`src/rtl/eth_rx_frame_parser_if.sv`:
```
// GMII receive bundle plus the delayed, tagged output stream of the
// RX frame parser. The slave view belongs to the parser; the master view
// belongs to whatever drives GMII and consumes the tagged stream.
interface eth_rx_frame_parser_if;
    // GMII receive side
    logic        i_rx_dv;
    logic        i_rx_er;
    logic [7:0]  i_rx_d;

    // Delayed stream with frame markers and per-frame status
    logic        o_rx_dv_d;
    logic        o_rx_er_d;
    logic [7:0]  o_rx_d_d;
    logic        o_sof;
    logic        o_eof;
    logic        o_frame_ok;
    logic        o_frame_err;
    logic [3:0]  o_err_code;
    logic [15:0] o_frame_len;

    modport master (
        output i_rx_dv, i_rx_er, i_rx_d,
        input  o_rx_dv_d, o_rx_er_d, o_rx_d_d,
        input  o_sof, o_eof, o_frame_ok, o_frame_err,
        input  o_err_code, o_frame_len
    );

    modport slave (
        input  i_rx_dv, i_rx_er, i_rx_d,
        output o_rx_dv_d, o_rx_er_d, o_rx_d_d,
        output o_sof, o_eof, o_frame_ok, o_frame_err,
        output o_err_code, o_frame_len
    );
endinterface

```
`src/rtl/eth_rx_frame_parser.sv`:
```
// GMII receive frame parser. Delineates preamble/SFD/data, checks FCS,
// length and rx_er, and tags a pDELAY-clock delayed copy of the GMII
// stream with start/end-of-frame markers and a per-frame status.
// pDELAY must be in 2..32: the end-of-frame status is injected one stage
// into the delay line, so at least two stages are needed.
module eth_rx_frame_parser #(
    parameter int pDELAY     = 5,
    parameter int pMIN_LEN   = 64,
    parameter int pMAX_LEN   = 1518,
    parameter int pCNT_WIDTH = 16
) (
    input  logic                  i_rx_clk,
    input  logic                  i_rst,
    eth_rx_frame_parser_if.slave  rx,
    output logic [2:0]            o_fsm_state,
    output logic                  o_fsm_state_changed,
    output logic [pCNT_WIDTH-1:0] o_good_cnt,
    output logic [pCNT_WIDTH-1:0] o_bad_cnt
);

    typedef enum logic [2:0] {
        ST_IDLE     = 3'd0,
        ST_PREAMBLE = 3'd1,
        ST_DATA     = 3'd2,
        ST_STATUS   = 3'd3,
        ST_DROP     = 3'd4
    } state_t;

    // One delay-line stage: the GMII byte plus the markers/status that
    // describe it when it leaves the line.
    typedef struct packed {
        logic        dv;
        logic        er;
        logic [7:0]  d;
        logic        sof;
        logic        eof;
        logic [3:0]  err;
        logic [15:0] len;
    } stage_t;

    localparam logic [31:0] CRC_POLY    = 32'hEDB8_8320;
    localparam logic [31:0] CRC_INIT    = 32'hFFFF_FFFF;
    localparam logic [31:0] CRC_RESIDUE = 32'hDEBB_20E3;
    localparam logic [31:0] MIN_LEN     = 32'(pMIN_LEN);
    localparam logic [31:0] MAX_LEN     = 32'(pMAX_LEN);
    localparam logic [7:0]  PRE_BYTE    = 8'h55;
    localparam logic [7:0]  SFD_BYTE    = 8'hD5;
    localparam int          LAST        = pDELAY - 1;
    localparam logic [pCNT_WIDTH-1:0] CNT_MAX = '1;

    // Reflected CRC-32 over one byte, LSB first.
    function automatic logic [31:0] crc32_byte(input logic [31:0] crc,
                                               input logic [7:0]  data);
        logic [31:0] c;
        c = crc ^ {24'd0, data};
        for (int i = 0; i < 8; i++) begin
            c = c[0] ? ((c >> 1) ^ CRC_POLY) : (c >> 1);
        end
        return c;
    endfunction

    state_t      state_q;
    state_t      state_d;
    state_t      state_prev_q;
    logic        state_changed_q;

    // Strobes decoded by the FSM for the datapath
    logic        pre_load;
    logic        pre_inc;
    logic        frame_start;
    logic        data_byte;
    logic        frame_end;

    logic [2:0]  pre_cnt_q;
    logic [15:0] len_q;
    logic [31:0] crc_q;
    logic        rx_er_flag_q;
    logic [3:0]  status_err;

    stage_t      pipe_q   [pDELAY];
    stage_t      stage_in [pDELAY];

    logic [3:0]  err_hold_q;
    logic [15:0] len_hold_q;
    logic        out_ok;
    logic        out_err;

    // State register
    always_ff @(posedge i_rx_clk or posedge i_rst) begin
        if (i_rst) begin
            state_q <= ST_IDLE;
        end else begin
            // NOTE: clocked state uses <= so every register samples the
            // pre-edge values; a blocking = here would create order-dependent
            // races between always_ff blocks.
            state_q <= state_d;
        end
    end

    // Next-state decode and datapath strobes
    always_comb begin
        // NOTE: every output of this block gets a default first; a path
        // that leaves one unassigned would infer a latch.
        state_d     = state_q;
        pre_load    = 1'b0;
        pre_inc     = 1'b0;
        frame_start = 1'b0;
        data_byte   = 1'b0;
        frame_end   = 1'b0;

        case (state_q)
            ST_IDLE: begin
                if (rx.i_rx_dv) begin
                    if (rx.i_rx_d == PRE_BYTE) begin
                        state_d  = ST_PREAMBLE;
                        pre_load = 1'b1;
                    end else begin
                        state_d = ST_DROP;
                    end
                end
            end
            ST_PREAMBLE: begin
                // A receive error anywhere in the preamble spoils the frame,
                // even on the SFD byte itself.
                if (!rx.i_rx_dv) begin
                    state_d = ST_IDLE;
                end else if (rx.i_rx_er) begin
                    state_d = ST_DROP;
                end else if (rx.i_rx_d == PRE_BYTE) begin
                    if (pre_cnt_q == 3'd7) begin
                        state_d = ST_DROP;
                    end else begin
                        pre_inc = 1'b1;
                    end
                end else if (rx.i_rx_d == SFD_BYTE) begin
                    state_d     = ST_DATA;
                    frame_start = 1'b1;
                end else begin
                    state_d = ST_DROP;
                end
            end
            ST_DATA: begin
                if (rx.i_rx_dv) begin
                    data_byte = 1'b1;
                end else begin
                    state_d   = ST_STATUS;
                    frame_end = 1'b1;
                end
            end
            ST_STATUS: begin
                state_d = rx.i_rx_dv ? ST_DROP : ST_IDLE;
            end
            ST_DROP: begin
                if (!rx.i_rx_dv) begin
                    state_d = ST_IDLE;
                end
            end
            default: begin
                state_d = ST_IDLE;
            end
        endcase
    end

    // Registered state-change pulse; prev resets to IDLE so reset and its
    // release never produce a pulse.
    always_ff @(posedge i_rx_clk or posedge i_rst) begin
        if (i_rst) begin
            state_prev_q    <= ST_IDLE;
            state_changed_q <= 1'b0;
        end else begin
            state_prev_q    <= state_q;
            state_changed_q <= (state_q != state_prev_q);
        end
    end

    // Preamble counter, length, CRC and rx_er accumulation
    always_ff @(posedge i_rx_clk or posedge i_rst) begin
        if (i_rst) begin
            pre_cnt_q    <= 3'd0;
            len_q        <= 16'd0;
            crc_q        <= CRC_INIT;
            rx_er_flag_q <= 1'b0;
        end else begin
            if (pre_load) begin
                pre_cnt_q <= 3'd1;
            end else if (pre_inc) begin
                pre_cnt_q <= pre_cnt_q + 3'd1;
            end

            if (frame_start) begin
                len_q        <= 16'd0;
                crc_q        <= CRC_INIT;
                rx_er_flag_q <= 1'b0;
            end else if (data_byte) begin
                if (len_q != 16'hFFFF) begin
                    len_q <= len_q + 16'd1;
                end
                crc_q        <= crc32_byte(crc_q, rx.i_rx_d);
                rx_er_flag_q <= rx_er_flag_q | rx.i_rx_er;
            end
        end
    end

    // Frame status as seen in the cycle that leaves DATA
    assign status_err = {rx_er_flag_q,
                         ({16'd0, len_q} > MAX_LEN),
                         ({16'd0, len_q} < MIN_LEN),
                         (crc_q != CRC_RESIDUE)};

    // Delay-line stage inputs. The byte sampled in the last DATA cycle sits
    // in stage 0 when the frame ends, so its eof/status enter at stage 1.
    always_comb begin
        stage_in[0]     = '0;
        stage_in[0].dv  = rx.i_rx_dv;
        stage_in[0].er  = rx.i_rx_er;
        stage_in[0].d   = rx.i_rx_d;
        stage_in[0].sof = data_byte && (len_q == 16'd0);
        for (int k = 1; k < pDELAY; k++) begin
            stage_in[k] = pipe_q[k-1];
        end
        if (frame_end) begin
            stage_in[1].eof = 1'b1;
            stage_in[1].err = status_err;
            stage_in[1].len = len_q;
        end
    end

    // Delay line shift
    always_ff @(posedge i_rx_clk or posedge i_rst) begin
        if (i_rst) begin
            // NOTE: this shift register is reset on purpose: a reset must
            // flush any in-flight eof so no stale frame is reported.
            // Large data buffers would normally be left unreset.
            for (int k = 0; k < pDELAY; k++) begin
                pipe_q[k] <= '0;
            end
        end else begin
            for (int k = 0; k < pDELAY; k++) begin
                pipe_q[k] <= stage_in[k];
            end
        end
    end

    // Hold the last frame's status until the next eof replaces it
    always_ff @(posedge i_rx_clk or posedge i_rst) begin
        if (i_rst) begin
            err_hold_q <= 4'd0;
            len_hold_q <= 16'd0;
        end else if (pipe_q[LAST].eof) begin
            err_hold_q <= pipe_q[LAST].err;
            len_hold_q <= pipe_q[LAST].len;
        end
    end

    assign out_ok  = pipe_q[LAST].eof && (pipe_q[LAST].err == 4'd0);
    assign out_err = pipe_q[LAST].eof && (pipe_q[LAST].err != 4'd0);

    // Saturating good/bad frame counters
    always_ff @(posedge i_rx_clk or posedge i_rst) begin
        if (i_rst) begin
            o_good_cnt <= '0;
            o_bad_cnt  <= '0;
        end else begin
            if (out_ok && (o_good_cnt != CNT_MAX)) begin
                o_good_cnt <= o_good_cnt + 1'b1;
            end
            if (out_err && (o_bad_cnt != CNT_MAX)) begin
                o_bad_cnt <= o_bad_cnt + 1'b1;
            end
        end
    end

    assign rx.o_rx_dv_d   = pipe_q[LAST].dv;
    assign rx.o_rx_er_d   = pipe_q[LAST].er;
    assign rx.o_rx_d_d    = pipe_q[LAST].d;
    assign rx.o_sof       = pipe_q[LAST].sof;
    assign rx.o_eof       = pipe_q[LAST].eof;
    assign rx.o_frame_ok  = out_ok;
    assign rx.o_frame_err = out_err;
    assign rx.o_err_code  = pipe_q[LAST].eof ? pipe_q[LAST].err : err_hold_q;
    assign rx.o_frame_len = pipe_q[LAST].eof ? pipe_q[LAST].len : len_hold_q;

    assign o_fsm_state         = state_q;
    assign o_fsm_state_changed = state_changed_q;

endmodule

```
`src/flat_wrapper.sv`:
```
// flat-port wrapper written by rule: the top's interface ports become plain ports
module eth_rx_frame_parser_flat 
#(
    parameter int pDELAY     = 5,
    parameter int pMIN_LEN   = 64,
    parameter int pMAX_LEN   = 1518,
    parameter int pCNT_WIDTH = 16
)
  (i_rx_clk, i_rst, o_fsm_state, o_fsm_state_changed, o_good_cnt, o_bad_cnt, rx_i_rx_dv, rx_i_rx_er, rx_i_rx_d, rx_o_rx_dv_d, rx_o_rx_er_d, rx_o_rx_d_d, rx_o_sof, rx_o_eof, rx_o_frame_ok, rx_o_frame_err, rx_o_err_code, rx_o_frame_len);
  eth_rx_frame_parser_if rx_i ();
  input  logic i_rx_clk;
  input  logic i_rst;
  output logic [2:0] o_fsm_state;
  output logic o_fsm_state_changed;
  output logic [pCNT_WIDTH-1:0] o_good_cnt;
  output logic [pCNT_WIDTH-1:0] o_bad_cnt;
  input wire logic [$bits(rx_i.i_rx_dv)-1:0] rx_i_rx_dv;
  input wire logic [$bits(rx_i.i_rx_er)-1:0] rx_i_rx_er;
  input wire logic [$bits(rx_i.i_rx_d)-1:0] rx_i_rx_d;
  output wire logic [$bits(rx_i.o_rx_dv_d)-1:0] rx_o_rx_dv_d;
  output wire logic [$bits(rx_i.o_rx_er_d)-1:0] rx_o_rx_er_d;
  output wire logic [$bits(rx_i.o_rx_d_d)-1:0] rx_o_rx_d_d;
  output wire logic [$bits(rx_i.o_sof)-1:0] rx_o_sof;
  output wire logic [$bits(rx_i.o_eof)-1:0] rx_o_eof;
  output wire logic [$bits(rx_i.o_frame_ok)-1:0] rx_o_frame_ok;
  output wire logic [$bits(rx_i.o_frame_err)-1:0] rx_o_frame_err;
  output wire logic [$bits(rx_i.o_err_code)-1:0] rx_o_err_code;
  output wire logic [$bits(rx_i.o_frame_len)-1:0] rx_o_frame_len;
  assign rx_i.i_rx_dv = rx_i_rx_dv;
  assign rx_i.i_rx_er = rx_i_rx_er;
  assign rx_i.i_rx_d = rx_i_rx_d;
  assign rx_o_rx_dv_d = rx_i.o_rx_dv_d;
  assign rx_o_rx_er_d = rx_i.o_rx_er_d;
  assign rx_o_rx_d_d = rx_i.o_rx_d_d;
  assign rx_o_sof = rx_i.o_sof;
  assign rx_o_eof = rx_i.o_eof;
  assign rx_o_frame_ok = rx_i.o_frame_ok;
  assign rx_o_frame_err = rx_i.o_frame_err;
  assign rx_o_err_code = rx_i.o_err_code;
  assign rx_o_frame_len = rx_i.o_frame_len;
  eth_rx_frame_parser #(.pDELAY(pDELAY), .pMIN_LEN(pMIN_LEN), .pMAX_LEN(pMAX_LEN), .pCNT_WIDTH(pCNT_WIDTH)) u_core (.i_rx_clk(i_rx_clk), .i_rst(i_rst), .rx(rx_i), .o_fsm_state(o_fsm_state), .o_fsm_state_changed(o_fsm_state_changed), .o_good_cnt(o_good_cnt), .o_bad_cnt(o_bad_cnt));
endmodule
```
`config.mk`:
```
export PLATFORM = sky130hd
export DESIGN_NAME = eth_rx_frame_parser_flat
export DESIGN_NICKNAME = d
export VERILOG_FILES = /design/src/rtl/eth_rx_frame_parser_if.sv /design/src/rtl/eth_rx_frame_parser.sv /design/src/flat_wrapper.sv
export SDC_FILE = /design/constraint.sdc
export NUM_CORES = 1
export LEC_CHECK = 0
export ABC_AREA = 0
export ABC_CLOCK_PERIOD_IN_PS = 11200
export CORE_MARGIN = 10
export CORE_UTILIZATION = 53
export DETAILED_ROUTE_END_ITERATION = 7
export PLACE_DENSITY = 0.74
export SLEW_MARGIN = 40
export SYNTH_ARGS = -nofsm -noshare
export SYNTH_HDL_FRONTEND = slang
export SYNTH_SLANG_ARGS = --single-unit
```
`constraint.sdc`:
```
create_clock -name i_rx_clk -period 11.2 [get_ports i_rx_clk]
set_input_delay 2.24 -clock i_rx_clk [delete_from_list [all_inputs] [get_ports i_rx_clk]]
set_output_delay 2.24 -clock i_rx_clk [all_outputs]
set_load 0.02 [all_outputs]
```
==> metrics.txt, run 1 <==
gpl congestion=0.849; pwr dens=224 mW/mm^2; total track usage=14.7%; Horiz. Die Dim=153 um; Port Buffers=81; Cell Area, Synth=0.00942 mm^2; layout cell share with drive strength beyond 1=16.2%; final worst path period share=41.0%; syn_area_per_cell=14.0 um^2; Clock Tree Buf Depth=3; root buf cell=clkbuf_16; crit path DAT=2.35 ns; Final Hold Viols=0; dominant synthesized flop cell=dfrtp_1; Num CTS Buffers=25; die area=0.0235 mm^2; CTS-repair resized insts=0; measured slew at the worst slew-check pin=0.815 ns; Residual DRC=0; Critical Path Start Type=flip-flop; cells after synthesis=674; Post-synth ARST share=100%; clk slew on worst S/H paths=0.06 ns; Finished Layout Cells=1002; WL/cell=17.3 um; first-pass GRT wire length=29.4 mm; met2 usage=24.4%; Core Util, Final=64.9%; Cells after DPL=957; met1 usage=18.9%; Synth Register Bits=250; Mapped Nets=692; Layout Nets=777; final setup vio count=0; final setup margin=6.61 ns; leakage power=5.06 nW; Fmax=218 MHz; Initial Utilization=54.2%; Cell variety after synth=55; DR vias=5327; H-tree depth=1; Detailed Routing Iterations Pass 1=5; Place WS=6.49 ns; Antenna Violating Nets Remaining=0; core area=0.0174 mm^2; Yosys warnings=0; worst-path fanout max=5; Area Growth Syn to Fin=19.6%; Die Y=153 um; Post-Route WL=17.4 mm; kind of end point of the critical path=output port; worst skew pair latency=0.51 ns; # fillers=1209; drt via density=5.32; initial antenna violation count=0; dpl hpwl=11.4 mm; Min Clock Period, post-route=4.59 ns; number of synthesized flops with an enable pin=0; vias in the first global route=5568; DR iter-0 viols=374; Hold Path Class=flip-flop to flip-flop; grt peak-use layer=met2; sequential share of the synthesized area=66.9%; RSZ-0062 raised after global routing=false; Hold-fix buffers, CTS=0; Setup Buffers After CTS=0; grt ovf=0; Max-Cap Viols=0; worst vdd ir=0.000185 V; status=finished, final reports clean; diode count=0; critical path class=flip-flop to output port; number of top-level pins=82; Rel. slew slack=45.7%; clock skew=0.0224 ns; setup TNS=0 ns; Max Slew Vio Count=0; CTS tree=built; Num Clock Sinks=250; critical path data required time=8.96 ns; M3 GR Usage=3.51%; largest net degree at the start of global routing=173; row count=48
## critical path: stages, from the launching register on
cell and delay [ns]:
dfrtp_1 0.41, o41ai_1 0.64, inv_1 0.21, clkdlybuf4s50_1 0.60
## worst paths after layout
path	startpoint	to	slack [ns]	cells after the start
worst max register to register	u_core.o_fsm_state[0]$_DFFE_PP0P_	u_core.len_q[15]$_DFFE_PP0P_	8.73	6
min in group asynchronous	i_rst	u_core.pipe_q[61]$_DFF_PP0_	2.33	2
max in group asynchronous	i_rst	u_core.pipe_q[83]$_DFF_PP0_	7.70	3
worst min-delay path	u_core.pipe_q[85]$_DFF_PP0_	u_core.pipe_q[53]$_DFF_PP0_	0.34	0
worst min register to register	u_core.pipe_q[85]$_DFF_PP0_	u_core.pipe_q[53]$_DFF_PP0_	0.34	0
worst max-delay path	u_core.pipe_q[18]$_DFF_PP0_	rx_o_frame_err	6.61	3
## cell usage in the layout, fill, tap and decap left out, drive strengths merged, types with 3 or more instances in the layout
master and n:
buf 3, dfrtp 218, xor2 38, xnor2 74, nand3 23, o21ai 6, nor4 11, clkdlybuf4s50 81
or2 3, nor4bb 4, and3 6, nor2 41, nand2 26, clkbuf 31, o211ai 4, nand4 14
clkinv 9, ha 6, nor3 18, nand4b 5, a21oi 11, a2bb2oi 26, a31oi 3, inv 12
or3 4, dfstp 32, and4 6, mux2 22, and2 18
## routing by layer
layer / part of all wire [%] / up-vias
met5: 0 / -
met4: 1.7 / 0
met3: 6.7 / 29
met2: 49 / 151
met1: 42 / 2670
li1: - / 2477
## report_power, final
| group | switching, mW | total [mW] | internal (mW) |
|---|---|---|---|
| clock network | 0.331 | 0.815 | 0.484 |
| logic | 0.305 | 0.611 | 0.306 |
| registers | 0.0764 | 1.09 | 1.02 |
## synthesized netlist by cell type, types with 11 or more instances
master     instances  area, um^2
a21oi_1           11        55.1
and2_1            18         113
nand4_1           14        87.6
nand3_1           23         115
a2bb2oi_1         26         228
dfrtp_1          218        5460
xnor2_1           64         561
dfstp_2           32         841
nand2_1           25        93.8
xor2_1            35         307
nor3_1            18        90.1
mux2_2            21         236
nor2_1            41         154
inv_1             11        41.3
## cells by family (layout without fill, tap and decap cells)
logic type | Yosys count | count (layout) | synth area share (%)
AOI/OAI and AO/OA | 57 | 57 | 4.45
and+or+nand+nor | 189 | 189 | 11.3
DFF | 250 | 250 | 66.9
buffers and inverters | 37 | 140 | 1.94
muxes | 22 | 22 | 2.63
adders and majority gates | 6 | 6 | 0.797
xor gates and xnor gates | 113 | 113 | 12.1
## layout make-up
cell class                      instances  area, um^2  share of cell area (%)
Clock inverter                         14         136                    1.21
Multi-Input combinational cell        387        2960                    26.3
Clock buffer                           31         688                    6.11
Sequential cell                       250        6300                    55.9
Inverter                               11        57.6                   0.511
Timing Repair Buffer                   84         837                    7.43
Tap cell                              225         282                    2.50
## registers in the layout, indices dropped and copies added (netlist names), 4 cells and up
signal and flops:
u_core.crc_q 32, u_core.err_hold_q 4, u_core.o_good_cnt 16, u_core.o_bad_cnt 16
u_core.len_hold_q 16, u_core.rx.o_rx_d_d 8, u_core.len_q 16, u_core.pipe_q 127
## stage by stage
stage               hold slack, ns  area [um^2]  power [mW]
detailed placement           0.335        10400        1.72
CTS                          0.336        11300        2.55
global route                 0.349        11300        2.65
finish                       0.338        11300        2.52
global placement             0.331        10400        1.70
floorplan                    0.331         9420        1.59
Note: power is estimated with default switching activity, not from simulation.
==> inputs of run 2 (changes only) <==
--- a/config.mk
+++ b/config.mk
@@ -6,11 +6,11 @@
 export NUM_CORES = 1
 export LEC_CHECK = 0
 export ABC_AREA = 0
-export ABC_CLOCK_PERIOD_IN_PS = 11200
+export ABC_CLOCK_PERIOD_IN_PS = 4200
 export CORE_MARGIN = 10
-export CORE_UTILIZATION = 53
+export CORE_UTILIZATION = 52
 export DETAILED_ROUTE_END_ITERATION = 7
-export PLACE_DENSITY = 0.74
+export PLACE_DENSITY = 0.76
 export SLEW_MARGIN = 40
 export SYNTH_ARGS = -nofsm -noshare
 export SYNTH_HDL_FRONTEND = slang
==> constraint.sdc (replaced) <==
create_clock -name i_rx_clk -period 4.2 [get_ports i_rx_clk]
set_input_delay 0.84 -clock i_rx_clk [delete_from_list [all_inputs] [get_ports i_rx_clk]]
set_output_delay 0.84 -clock i_rx_clk [all_outputs]
set_load 0.02 [all_outputs]
==> run 2 against run 1 <==
  * Setup slack worse by 5.7 ns
  * Critical path depth unchanged
  * Via count up 1.3%
  * Largest cell class unchanged
==> metrics.txt, run 2 (synthesis gave the netlist of run 1 again) <==
initial antenna violation count=0 (unchanged); capturing point of the worst reg2reg path=u_core.len_q[14]$_DFFE_PP0P_; Fmax=306 MHz; total track usage=15.1% (+0.38 points); Switching Share=27.8% (-0.53 points); worst-path fanout max=13 (+8); Post-Route WL=17.8 mm (+2.6%); DR vias=5398 (+1.3%); largest net degree at the start of global routing=97 (-44%); Rel. slew slack=59.2% (+14 points); Layout Nets=782 (+0.64%); most common cell after layout, fill and taps aside=dfrtp_1; Largest Register=u_core.pipe_q; R2R Path Start=u_core.o_fsm_state[0]$_DFFE_PP0P_; critical path data required time=3.36 ns (-5.60 ns); Hold Path Class=flip-flop to flip-flop; row count=49 (+2.1%); critical path class=flip-flop to output port; clock power share=34.2% (+1.8 points); layout cell share with drive strength beyond 1=16.3% (+0.11 points); Max Slew Vio Count=0 (unchanged); Detailed Routing Iterations Pass 1=4 (-1); share of power burned in registers=42.2% (-1.2 points); final setup margin=0.930 ns (-5.68 ns); core area=0.0179 mm^2 (+3.1%); worst skew pair latency=0.51 ns (about the same); H-tree depth=1 (unchanged); Max-Cap Viols=0 (unchanged); gpl congestion=0.808 (-4.9%); Die Y=155 um (+0.83%); vias in the first global route=5860 (+5.2%); Clock Tree Buf Depth=3 (unchanged); Initial Utilization=52.6% (-1.7 points); Num Clock Sinks=250 (unchanged); Min Clock Period, post-route=3.27 ns; worst vdd ir=0.000528 V (+190%); measured slew at the worst slew-check pin=0.610 ns (-0.205 ns); Net Switching=1.92 mW (+170%); RSZ-0062 raised after global routing=false; Residual DRC=0 (unchanged); Antenna Violating Nets Remaining=0 (unchanged); top flop regs=u_core.pipe_q (127), u_core.crc_q (32); Area Growth Syn to Fin=20.9%; dpl hpwl=11.9 mm (+4.4%); status=finished, final reports clean; root buf cell=clkbuf_16; Critical Path Start Type=flip-flop; setup TNS=0 ns (unchanged); crit path DAT=2.43 ns (+0.08 ns); Num CTS Buffers=26 (+4.0%); diode count=0 (unchanged); Reg2Reg Setup Slack=1.92 ns (-6.81 ns); WL/cell=17.6 um (+1.5%); die area=0.0239 mm^2 (+1.7%); final worst path period share=77.9%; most frequent cells in the layout=dfrtp_1, clkdlybuf4s50_1, xnor2_1, nor2_1, xor2_1; clk slew on worst S/H paths=0.06 ns (about the same); Core Util, Final=63.6% (-1.3 points); number of top-level pins=82 (unchanged); clock skew=0.0100 ns (-0.0123 ns); Worst Hold Depth=0 (unchanged); Int Power=4.99 mW (+180%); worst r2r path cells=5 (-1); beginning of the worst hold path=u_core.pipe_q[39]$_DFF_PP0_; Horiz. Die Dim=155 um (+0.83%); DR iter-0 viols=269 (-28%); Hold-fix buffers, CTS=0 (unchanged); Setup Buffers After CTS=0 (unchanged); CTS tree=built; drt via density=5.33 (+0.23%); Largest register FFs=127 (unchanged); first-pass GRT wire length=30.3 mm (+3.0%); Final Hold Viols=0 (unchanged); final setup vio count=0 (unchanged); combinational share of power=23.6% (-0.7 points); CTS-repair resized insts=0 (unchanged); pwr dens=607 mW/mm^2 (+170%); kind of end point of the critical path=output port; WHS Endpoint=u_core.pipe_q[7]$_DFF_PP0_; grt ovf=0 (unchanged); Place WS=0.949 ns (-5.54 ns); Port Buffers=81 (unchanged); leakage power=5.10 nW (+0.89%)
-- run 2: cell count changes in the layout (fill, tap and decap cells not counted), moves of 2 or more --
cell	before	now
clkbuf_1	2	7
buf_4	2	5
clkinv_2	7	4
buf_12	0	2
bufinv_16	2	4
clkbuf_16	25	27
clkbuf_8	4	2
clkinvlp_4	2	4
-- run 2: through the flow --
| step | instance area, um^2 | hold WS [ns] | instances | total power, mW |
|---|---|---|---|---|
| 6_report | 11400 | 0.340 | 1013 | 6.91 |
| 5_1_grt | 11400 | 0.351 | 1013 | 7.27 |
| 4_1_cts | 11400 | 0.341 | 1013 | 6.98 |
| 3_5_place_dp | 10500 | 0.335 | 965 | 4.59 |
| 3_3_place_gp | 10500 | 0.332 | 965 | 4.56 |
| 2_1_floorplan | 9420 | 0.331 | 674 | 4.25 |
-- run 2: how the worst max path moves through the flow --
stage | start | endpoint | slack [ns]
6_report | u_core.rx.o_eof$_DFF_PP0_ | rx_o_frame_len[2] | 0.93
4_1_cts | u_core.rx.o_eof$_DFF_PP0_ | rx_o_frame_len[2] | 0.87
3_5_place_dp | rx_i_rx_d[3] | u_core.crc_q[10]$_DFFE_PP1P_ | 0.95
3_3_place_gp | rx_i_rx_d[3] | u_core.crc_q[0]$_DFFE_PP1P_ | 1.09
5_1_grt | u_core.rx.o_eof$_DFF_PP0_ | rx_o_frame_len[2] | 0.79
2_1_floorplan | i_rst | u_core.err_hold_q[0]$_DFF_PP0_ | 0.1
-- run 2: power by group through the flow --
stage	logic, mW	clock network (mW)	registers (mW)
final	1.63	2.36	2.92
after global routing	1.79	2.53	2.94
after CTS	1.65	2.42	2.92
after detailed placement	1.63	0	2.96
after global placement	1.61	0	2.95
after floorplan	1.34	0	2.91
-- run 2: area by class of cell --
class | instances | area (um^2)
clock buffers | 36 | 729
clock inverters | 12 | 171
fillers | 1250 | 6520
inverters | 11 | 45.0
multi-input cells | 387 | 2960
flip-flops and latches | 250 | 6300
well taps | 229 | 287
repair buffers | 88 | 888
-- run 2: metal layers --
layer / share of wire [%] / up-vias / routed length [um] / track usage, %
met4: 1.4 / 0 / 248 / 3.60
met3: 6.3 / 25 / 1120 / 3.66
li1: - / 2486 / - / -
met1: 39 / 2732 / 7000 / 17.9
met5: 0 / - / 0 / 0
met2: 53 / 155 / 9440 / 27.0
-- run 2: worst max-delay path: stages, from the launching register on --
cell	delay (ns)
dfrtp_1	0.67
buf_4	0.30
mux2_2	0.40
clkdlybuf4s50_1	0.56
